File: config.mk
export PLATFORM = sky130hd
export DESIGN_NAME = fault_monitor_flat
export DESIGN_NICKNAME = d
export VERILOG_FILES = /design/src/rtl/fault_monitor_pkg.sv /design/src/rtl/fault_monitor_if.sv /design/src/rtl/fault_monitor_exp_delay.sv /design/src/rtl/fault_monitor.sv /design/src/flat_wrapper.sv
export SDC_FILE = /design/constraint.sdc
export NUM_CORES = 1
export LEC_CHECK = 0
export ABC_AREA = 1
export BUFFER_PORTS_ARGS = -buffer_cell sky130_fd_sc_hd__buf_2
export CELL_PAD_IN_SITES_DETAIL_PLACEMENT = 0
export CELL_PAD_IN_SITES_GLOBAL_PLACEMENT = 1
export CORE_MARGIN = 2
export CORE_UTILIZATION = 36
export CTS_CLUSTER_SIZE = 24
export DETAILED_ROUTE_END_ITERATION = 6
export PLACE_DENSITY_LB_ADDON = 0.1
export REMOVE_ABC_BUFFERS = 1
export SLEW_MARGIN = 25
export SYNTH_ARGS = -nofsm -noshare
export SYNTH_HDL_FRONTEND = slang
export SYNTH_SLANG_ARGS = --single-unit
File: constraint.sdc
create_clock -name glitched_clk -period 1.8 [get_ports glitched_clk]
set_clock_uncertainty 0.1 [all_clocks]
set_input_delay 0.36 -clock glitched_clk [delete_from_list [all_inputs] [get_ports glitched_clk]]
set_output_delay 0.36 -clock glitched_clk [all_outputs]
set_load 0.1 [all_outputs]
File: src/rtl/fault_monitor_pkg.sv
// Shared types and constants for the fault monitor and its expected-value shadow.
package fault_monitor_pkg;

   typedef enum logic [1:0] {
      IDLE = 2'd0,
      FILL = 2'd1,
      RUN  = 2'd2,
      DONE = 2'd3
   } state_e;

   // Must match the latency of the delay stage being monitored.
   localparam int PIPE_DEPTH = 2;

endpackage

File: src/rtl/fault_monitor_if.sv
// Bus between the delay-stage checker and whoever drives stimulus and reads results.
interface fault_monitor_if #(
   parameter int DATA_W = 4,
   parameter int SUM_W  = 5,
   parameter int CNT_W  = 8
);
   logic              start;
   logic [CNT_W-1:0]  run_len;
   logic [DATA_W-1:0] stim;
   logic [SUM_W-1:0]  sum;
   logic              busy;
   logic              done;
   logic [CNT_W-1:0]  fault_cnt;
   logic              first_valid;
   logic [CNT_W-1:0]  first_idx;
   logic [SUM_W-1:0]  first_exp;
   logic [SUM_W-1:0]  first_got;

   modport master (
      output start, run_len, stim, sum,
      input  busy, done, fault_cnt, first_valid, first_idx, first_exp, first_got
   );

   modport slave (
      input  start, run_len, stim, sum,
      output busy, done, fault_cnt, first_valid, first_idx, first_exp, first_got
   );
endinterface

File: src/rtl/fault_monitor_exp_delay.sv
// Shadow of the monitored delay stage: shifts every cycle regardless of checker state.
module exp_delay #(
   parameter int W     = 5,
   parameter int DEPTH = 2
) (
   input  logic         clk_i,
   input  logic         rst_ni,
   input  logic [W-1:0] d_i,
   output logic [W-1:0] q_o
);
   logic [W-1:0] pipe_q [DEPTH];

   // Shift register, cleared by synchronous reset.
   always_ff @(posedge clk_i) begin
      if (!rst_ni) begin
         for (int i = 0; i < DEPTH; i++) begin
            pipe_q[i] <= {W{1'b0}};
         end
      end else begin
         pipe_q[0] <= d_i;
         for (int i = 1; i < DEPTH; i++) begin
            pipe_q[i] <= pipe_q[i-1];
         end
      end
   end

   assign q_o = pipe_q[DEPTH-1];
endmodule

File: src/rtl/fault_monitor.sv
// Compares a delay stage's output against a shadow of its input over a run of
// samples, counting mismatches and capturing the first one.
module fault_monitor
   import fault_monitor_pkg::*;
#(
   parameter int DATA_W = 4,
   parameter int SUM_W  = 5,
   parameter int CNT_W  = 8
) (
   input logic            glitched_clk,
   input logic            rst,
   fault_monitor_if.slave bus
);
   localparam int FILL_W = (PIPE_DEPTH > 1) ? $clog2(PIPE_DEPTH) : 1;
   localparam logic [FILL_W-1:0] FILL_LAST = FILL_W'(PIPE_DEPTH - 1);

   state_e             state_q, state_d;
   logic [FILL_W-1:0]  fill_q, fill_d;
   logic [CNT_W-1:0]   idx_q, idx_d;
   logic [CNT_W-1:0]   rl_q, rl_d;
   logic [CNT_W-1:0]   fault_q, fault_d;
   logic               fv_q, fv_d;
   logic [CNT_W-1:0]   fidx_q, fidx_d;
   logic [SUM_W-1:0]   fexp_q, fexp_d;
   logic [SUM_W-1:0]   fgot_q, fgot_d;
   logic               busy_q, done_q;
   logic [DATA_W-1:0]  stim_s;
   logic [SUM_W-1:0]   exp_s;
   logic               mismatch_s;

   assign stim_s = bus.stim;

   exp_delay #(.W(SUM_W), .DEPTH(PIPE_DEPTH)) u_exp_delay (
      .clk_i  (glitched_clk),
      .rst_ni (rst),
      .d_i    (SUM_W'(stim_s)),
      .q_o    (exp_s)
   );

   assign mismatch_s = (state_q == RUN) && (bus.sum != exp_s);

   // Next-state and result-capture logic.
   always_comb begin
      state_d = state_q;
      fill_d  = fill_q;
      idx_d   = idx_q;
      rl_d    = rl_q;
      fault_d = fault_q;
      fv_d    = fv_q;
      fidx_d  = fidx_q;
      fexp_d  = fexp_q;
      fgot_d  = fgot_q;
      case (state_q)
         IDLE, DONE: begin
            if (bus.start) begin
               state_d = FILL;
               rl_d    = bus.run_len;
               fill_d  = {FILL_W{1'b0}};
               idx_d   = {CNT_W{1'b0}};
               fault_d = {CNT_W{1'b0}};
               fv_d    = 1'b0;
               fidx_d  = {CNT_W{1'b0}};
               fexp_d  = {SUM_W{1'b0}};
               fgot_d  = {SUM_W{1'b0}};
            end else begin
               state_d = state_q;
            end
         end
         FILL: begin
            if (fill_q == FILL_LAST) begin
               state_d = (rl_q == {CNT_W{1'b0}}) ? DONE : RUN;
            end else begin
               fill_d = fill_q + FILL_W'(1);
            end
         end
         RUN: begin
            idx_d = idx_q + CNT_W'(1);
            if (mismatch_s) begin
               fault_d = (fault_q != {CNT_W{1'b1}}) ? fault_q + CNT_W'(1) : fault_q;
               if (!fv_q) begin
                  fv_d   = 1'b1;
                  fidx_d = idx_q;
                  fexp_d = exp_s;
                  fgot_d = bus.sum;
               end else begin
                  fv_d = fv_q;
               end
            end else begin
               fault_d = fault_q;
            end
            // rl_q is non-zero here: FILL diverts run_len=0 straight to DONE.
            if (idx_q == rl_q - CNT_W'(1)) begin
               state_d = DONE;
            end else begin
               state_d = RUN;
            end
         end
         default: state_d = IDLE;
      endcase
   end

   // State and registered outputs.
   always_ff @(posedge glitched_clk) begin
      if (!rst) begin
         state_q <= IDLE;
         fill_q  <= {FILL_W{1'b0}};
         idx_q   <= {CNT_W{1'b0}};
         rl_q    <= {CNT_W{1'b0}};
         fault_q <= {CNT_W{1'b0}};
         fv_q    <= 1'b0;
         fidx_q  <= {CNT_W{1'b0}};
         fexp_q  <= {SUM_W{1'b0}};
         fgot_q  <= {SUM_W{1'b0}};
         busy_q  <= 1'b0;
         done_q  <= 1'b0;
      end else begin
         state_q <= state_d;
         fill_q  <= fill_d;
         idx_q   <= idx_d;
         rl_q    <= rl_d;
         fault_q <= fault_d;
         fv_q    <= fv_d;
         fidx_q  <= fidx_d;
         fexp_q  <= fexp_d;
         fgot_q  <= fgot_d;
         busy_q  <= (state_d == FILL) || (state_d == RUN);
         done_q  <= (state_d == DONE);
      end
   end

   assign bus.busy        = busy_q;
   assign bus.done        = done_q;
   assign bus.fault_cnt   = fault_q;
   assign bus.first_valid = fv_q;
   assign bus.first_idx   = fidx_q;
   assign bus.first_exp   = fexp_q;
   assign bus.first_got   = fgot_q;
endmodule

File: src/flat_wrapper.sv
// flat-port wrapper written by rule: the top's interface ports become plain ports
module fault_monitor_flat import fault_monitor_pkg::*;
#(
   parameter int DATA_W = 4,
   parameter int SUM_W  = 5,
   parameter int CNT_W  = 8
)
  (glitched_clk, rst, bus_start, bus_run_len, bus_stim, bus_sum, bus_busy, bus_done, bus_fault_cnt, bus_first_valid, bus_first_idx, bus_first_exp, bus_first_got);
  fault_monitor_if #(.DATA_W(DATA_W), .SUM_W(SUM_W), .CNT_W(CNT_W)) bus_i ();
  input logic glitched_clk;
  input logic rst;
  input wire logic [$bits(bus_i.start)-1:0] bus_start;
  input wire logic [$bits(bus_i.run_len)-1:0] bus_run_len;
  input wire logic [$bits(bus_i.stim)-1:0] bus_stim;
  input wire logic [$bits(bus_i.sum)-1:0] bus_sum;
  output wire logic [$bits(bus_i.busy)-1:0] bus_busy;
  output wire logic [$bits(bus_i.done)-1:0] bus_done;
  output wire logic [$bits(bus_i.fault_cnt)-1:0] bus_fault_cnt;
  output wire logic [$bits(bus_i.first_valid)-1:0] bus_first_valid;
  output wire logic [$bits(bus_i.first_idx)-1:0] bus_first_idx;
  output wire logic [$bits(bus_i.first_exp)-1:0] bus_first_exp;
  output wire logic [$bits(bus_i.first_got)-1:0] bus_first_got;
  assign bus_i.start = bus_start;
  assign bus_i.run_len = bus_run_len;
  assign bus_i.stim = bus_stim;
  assign bus_i.sum = bus_sum;
  assign bus_busy = bus_i.busy;
  assign bus_done = bus_i.done;
  assign bus_fault_cnt = bus_i.fault_cnt;
  assign bus_first_valid = bus_i.first_valid;
  assign bus_first_idx = bus_i.first_idx;
  assign bus_first_exp = bus_i.first_exp;
  assign bus_first_got = bus_i.first_got;
  fault_monitor #(.DATA_W(DATA_W), .SUM_W(SUM_W), .CNT_W(CNT_W)) u_core (.glitched_clk(glitched_clk), .rst(rst), .bus(bus_i));
endmodule
==> metrics.yaml, run 1 <==
syn_area_um2: 2760
yosys_register_bits: 55
fp.coreArea_um2: 7330
clock_latency_ps: 300
finalPower_mw: 5.14
dr_wl_met3_um: 246
clock-sinks: 55
wl_per_cell_um: 11.8
numCtsBuffers: 5
track_usage: 0.160
layout_commonest_cell: "nand2_1"
postCtsHoldBufs: 0
arrival_ps: 1900
hpwl_um: 4860
syn_inst: 386
grt-ovfl-total: 0
cts_root_buffer: "clkbuf_8"
die_area_um2: 8380
areaGrowthSynthToFinish_pct: 30.3
critPathKind: "register to register"
powerDensity_nw_per_um2: 1430
status: "finished clean"
cap_violations: 0
endpoint: "u_core.bus.busy$_SDFF_PN0_"
yosysUniqueCellTypes: 35
final_cell_mix: "85 x nand2_1, 51 x dfxtp_1, 47 x buf_2"
ys.warnings.count: 0
antenna_found_initial: 0
cts_tree: "built"
cts_buffer_depth: 2
drc: 0
grt_pass1_wl_um: 10800
critPathLaunch: "u_core.rl_q[1]$_SDFFE_PN0P_"
synth_top_flop_cell: "dfxtp_1"
htree_levels: 2
grt_setup_unrepaired: "true"
met2_length_um: 3140
dp_cells: 553
fin_nets: 496
grt_max_degree: 25
syn_area_per_cell_um2: 7.15
setup_viol: 0
min_period_over_period: 0.995
hold_ws_ps: 141
fin_cells: 569
r2r_start: "u_core.rl_q[1]$_SDFFE_PN0P_"
drt-total-wl_um: 6710
endpoint_kind: "register"
ios: 49
rows: 31
drt-pass1-iter-count: 4
gp_congestion: 0.811
nFillCells: 801
fmax_mhz: 558
num_vias: 2621
fin_crit_ps: 1790
insertedDiodeCount: 0
ff2ff_setup_slack_ps: 9
start_util: 0.377
p_leak_nw: 1.66
vdd_drop_max_uv: 705
maxUsedRoutingLayer: "met4"
drive_above_1_share: 0.298
port_buffers: 47
slew_violations: 0
hold_viol_final: 0
path_clk_slew_ps: 100
r2r_end: "u_core.bus.busy$_SDFF_PN0_"
postSynth.asyncResetShare: 0
fp.dieW_um: 91.6
r2r_cells: 15
first_global_vias: 2358
synth-edff-count: 0
ys_seq_area_frac: 0.399
viasPerCell: 4.61
die_h_um: 91.6
final_antenna_net_count: 0
start_kind: "register"
drt_iter0_markers: 66
critPathMaxFanout: 2
required_ps: 1910
wl_met1_um: 3270
min_path_type: "input pin to register"
## critical path: stages (launching register included)
cell and delay (ps):
dfxtp_2 340, inv_2 50, ha_4 260, nand2_2 40, nand2_1 50, nand2_1 50, nor2_1 100, nand2_1 60
nor2_1 100, nand3_1 80, nand2_1 70, nand2_2 60, inv_2 60, ha_4 190, nand2_2 50, inv_1 30
## kinds of logic (layout without fill, tap and decap cells)
family | count (synthesis) | in the layout | synth area share
XOR/XNOR | 10 | 10 | 0.0372
AND/OR/NAND/NOR | 203 | 205 | 0.348
flip-flops | 55 | 55 | 0.399
other | 1 | 1 | 0.00136
AO/OA/AOI/OAI | 54 | 54 | 0.0997
buffers and inverters | 57 | 139 | 0.0875
adder cells (fa/ha/maj) | 6 | 6 | 0.0272
## what timing repair did
| item | in CTS | in global routing |
|---|---|---|
| cloned | 0 | 2 |
| buffers inserted | 1 | 6 |
| pin swaps | 13 | 20 |
| gates resized for setup | 14 | 18 |
| endpoints found under the setup margin | 29 | 18 |
## flip-flops by register name (all words and copies together) (netlist names), 2 cells and up
name                       flops
u_core.u_exp_delay.pipe_q      8
u_core.bus.first_exp           4
u_core.rl_q                    8
u_core.bus.fault_cnt           8
u_core.state_q                 2
u_core.bus.first_idx           8
u_core.bus.first_got           5
u_core.idx_q                   8
## synth_stat cells (all sizes together) (6+ instances only)
cell | number | area [um2]
o21ai | 14 | 70.1
ha | 6 | 75.1
buf | 8 | 57.6
nand3 | 36 | 203
or2 | 18 | 113
dfxtp | 55 | 1100
inv | 43 | 161
clkbuf | 6 | 22.5
nor3 | 6 | 35.0
a21oi | 38 | 190
nand2 | 92 | 348
nor2 | 45 | 203
## metal layers
| metal | GRT usage | up-vias |
|---|---|---|
| met4 | 0.0417 | 0 |
| met3 | 0.0307 | 2 |
| met1 | 0.207 | 1180 |
| met2 | 0.270 | 43 |
| li1 | - | 1396 |
| met5 | 0 | - |
## area by class of cell
cell class,instances,area [um2],share of cell area
repair buffers,89,567,0.158
clock inverters,1,5.00,0.00139
clock buffers,6,82.6,0.0230
inverters,43,164,0.0456
well taps,99,124,0.0344
flip-flops and latches,55,1110,0.307
multi-input cells,276,1550,0.431
## worst min-delay path by stage
stage | depth (start not counted) | from | endpoint
2_1_floorplan | 2 | u_core.u_exp_delay.pipe_q[0][0]$_SDFF_PN0_ | u_core.u_exp_delay.pipe_q[0][5]$_SDFF_PN0_
3_3_place_gp | 2 | u_core.u_exp_delay.pipe_q[0][1]$_SDFF_PN0_ | u_core.u_exp_delay.pipe_q[0][6]$_SDFF_PN0_
3_5_place_dp | 2 | u_core.u_exp_delay.pipe_q[0][2]$_SDFF_PN0_ | u_core.u_exp_delay.pipe_q[0][7]$_SDFF_PN0_
4_1_cts | 3 | bus_stim[1] | u_core.u_exp_delay.pipe_q[0][1]$_SDFF_PN0_
5_1_grt | 3 | bus_stim[2] | u_core.u_exp_delay.pipe_q[0][2]$_SDFF_PN0_
6_report | 3 | bus_stim[0] | u_core.u_exp_delay.pipe_q[0][0]$_SDFF_PN0_
## metrics by stage
step	worst slack [ps]	setup TNS, ps	utilization	area, um2
3_3_place_gp	-93.4	-386	0.450	3300
6_report	8.71	0	0.491	3600
4_1_cts	4.45	0	0.469	3440
5_1_grt	-148	-277	0.491	3600
2_1_floorplan	-576	-10410	-	2680
3_5_place_dp	-127	-1250	0.450	3300
## where the power goes
part           internal, mW  switching, mW  total (mW)
Clock                 0.304          0.392       0.696
Combinational          1.19           1.77        2.97
Sequential             1.37          0.108        1.47
Total                  2.86           2.27        5.14
No activity file was read; power rests on OpenSTA's default activity.
==> run 2: changes to the inputs <==
--- a/config.mk
+++ b/config.mk
@@ -9,6 +9,7 @@
 export BUFFER_PORTS_ARGS = -buffer_cell sky130_fd_sc_hd__buf_2
 export CELL_PAD_IN_SITES_DETAIL_PLACEMENT = 0
 export CELL_PAD_IN_SITES_GLOBAL_PLACEMENT = 1
+export CORE_ASPECT_RATIO = 2
 export CORE_MARGIN = 2
 export CORE_UTILIZATION = 36
 export CTS_CLUSTER_SIZE = 24
==> run 2 against run 1 <==
Clock power up 48%. Largest power group unchanged. Die area up 0.51%. Worst setup slack better by 23 ps. Maximum frequency up 1.3%. Clock-buffer cell count up 2.
==> metrics.yaml, run 2 (synthesis results as in run 1) <==
viasPerCell: 4.69
finalPower_mw: 5.24
vdd_drop_max_uv: 746
die_h_um: 128
fin_nets: 489
antenna_found_initial: 0
hold_viol_final: 0
port_buffers: 47
hpwl_um: 4930
min_path_type: "input pin to register"
required_ps: 1900
cap_violations: 0
wl_per_cell_um: 12.3
endpoint_kind: "register"
cts_buffer_depth: 2
final_cell_mix: "88 x nand2_1, 51 x dfxtp_1, 47 x buf_2"
drt-total-wl_um: 6870
layout_commonest_cell: "nand2_1"
drt_iter0_markers: 99
track_usage: 0.171
drive_above_1_share: 0.276
areaGrowthSynthToFinish_pct: 29.6
final_util: 0.478
nFillCells: 809
fp.dieW_um: 65.9
slew_violations: 0
cts_tree: "built"
cts_root_buffer: "clkbuf_16"
status: "finished clean"
powerDensity_nw_per_um2: 1470
fin_crit_ps: 1770
drt-pass1-iter-count: 5
numCtsBuffers: 5
ios: 49
insertedDiodeCount: 0
critPathKind: "register to register"
fin_ws_ps: 31.8
fp.coreArea_um2: 7490
start_kind: "register"
drc: 0
grt_setup_unrepaired: "true"
grt_max_degree: 29
die_area_um2: 8430
setup_viol: 0
final_antenna_net_count: 0
gp_congestion: 0.854
min_period_over_period: 0.982
num_vias: 2618
p_leak_nw: 1.65
path_clk_slew_ps: 70
ff2ff_setup_slack_ps: 30
start_util: 0.369
clock-sinks: 55
first_global_vias: 2506
htree_levels: 2
rows: 45
grt-ovfl-total: 0
arrival_ps: 1860
grt_pass1_wl_um: 11200
clock_latency_ps: 290
critPathMaxFanout: 2
fmax_mhz: 566
pre_cts_ws_ps: -163
## run 2: worst paths after layout
path                                                    from                                          to  cells past startpoint
hold / removal                                   bus_stim[1]  u_core.u_exp_delay.pipe_q[0][1]$_SDFF_PN0_                      3
setup reg to reg                 u_core.rl_q[1]$_SDFFE_PN0P_                  u_core.bus.busy$_SDFF_PN0_                     15
hold reg to reg   u_core.u_exp_delay.pipe_q[0][3]$_SDFF_PN0_  u_core.u_exp_delay.pipe_q[0][8]$_SDFF_PN0_                      2
setup / recovery                 u_core.rl_q[1]$_SDFFE_PN0P_                  u_core.bus.busy$_SDFF_PN0_                     15
## run 2: layer usage
layer / up-vias / track usage / share of wire
met5: - / 0 / 0
met4: 0 / 0.0637 / 0.016
met3: 8 / 0.0281 / 0.031
met2: 36 / 0.304 / 0.53
met1: 1196 / 0.201 / 0.42
li1: 1378 / - / -
## run 2: stage by stage
stage          setup TNS, ps  hold slack, ps  instances  cell area (um2)
2_1_floorplan         -10410             290        372             2680
3_5_place_dp           -2180             300        545             3290
6_report                   0             145        558             3580
3_3_place_gp            -462             296        545             3290
5_1_grt                 -294             151        558             3580
4_1_cts                    0             138        555             3490
## run 2: area by class of cell
type | count | area, um2 | area share
Multi-Input combinational cell | 275 | 1510 | 0.423
Sequential cell | 55 | 1110 | 0.309
Timing Repair Buffer | 83 | 518 | 0.145
Inverter | 43 | 164 | 0.0458
Clock buffer | 8 | 156 | 0.0437
Tap cell | 94 | 118 | 0.0329
## run 2: what timing repair did
action / 4_1_cts / 5_1_grt
resized for setup: 8 / 17
gates cloned: 1 / 0
endpoints found under the setup margin: 31 / 30
hold buffers: 0 / 0
buffers inserted: 1 / 4
pin swaps: 3 / 16
## run 2: power breakdown
part | internal, mW | switching, mW | leakage (nW)
combinational | 1.03 | 1.69 | 1.12
clock | 0.594 | 0.438 | 0.0772
sequential | 1.37 | 0.114 | 0.449
total | 2.99 | 2.25 | 1.65
## run 2: critical path, stage by stage, from the launching register on
cell     delay [ps]
dfxtp_2         350
inv_2            50
ha_4            260
nand2_2          40
nand2_1          50
nand2_1          50
nor2_1           90
nand2_1          50
nor2_1           80
nand3_1          70
nand2_1          60
nand2_1          60
inv_1            50
ha_1            210
nand2_1          60
inv_1            40
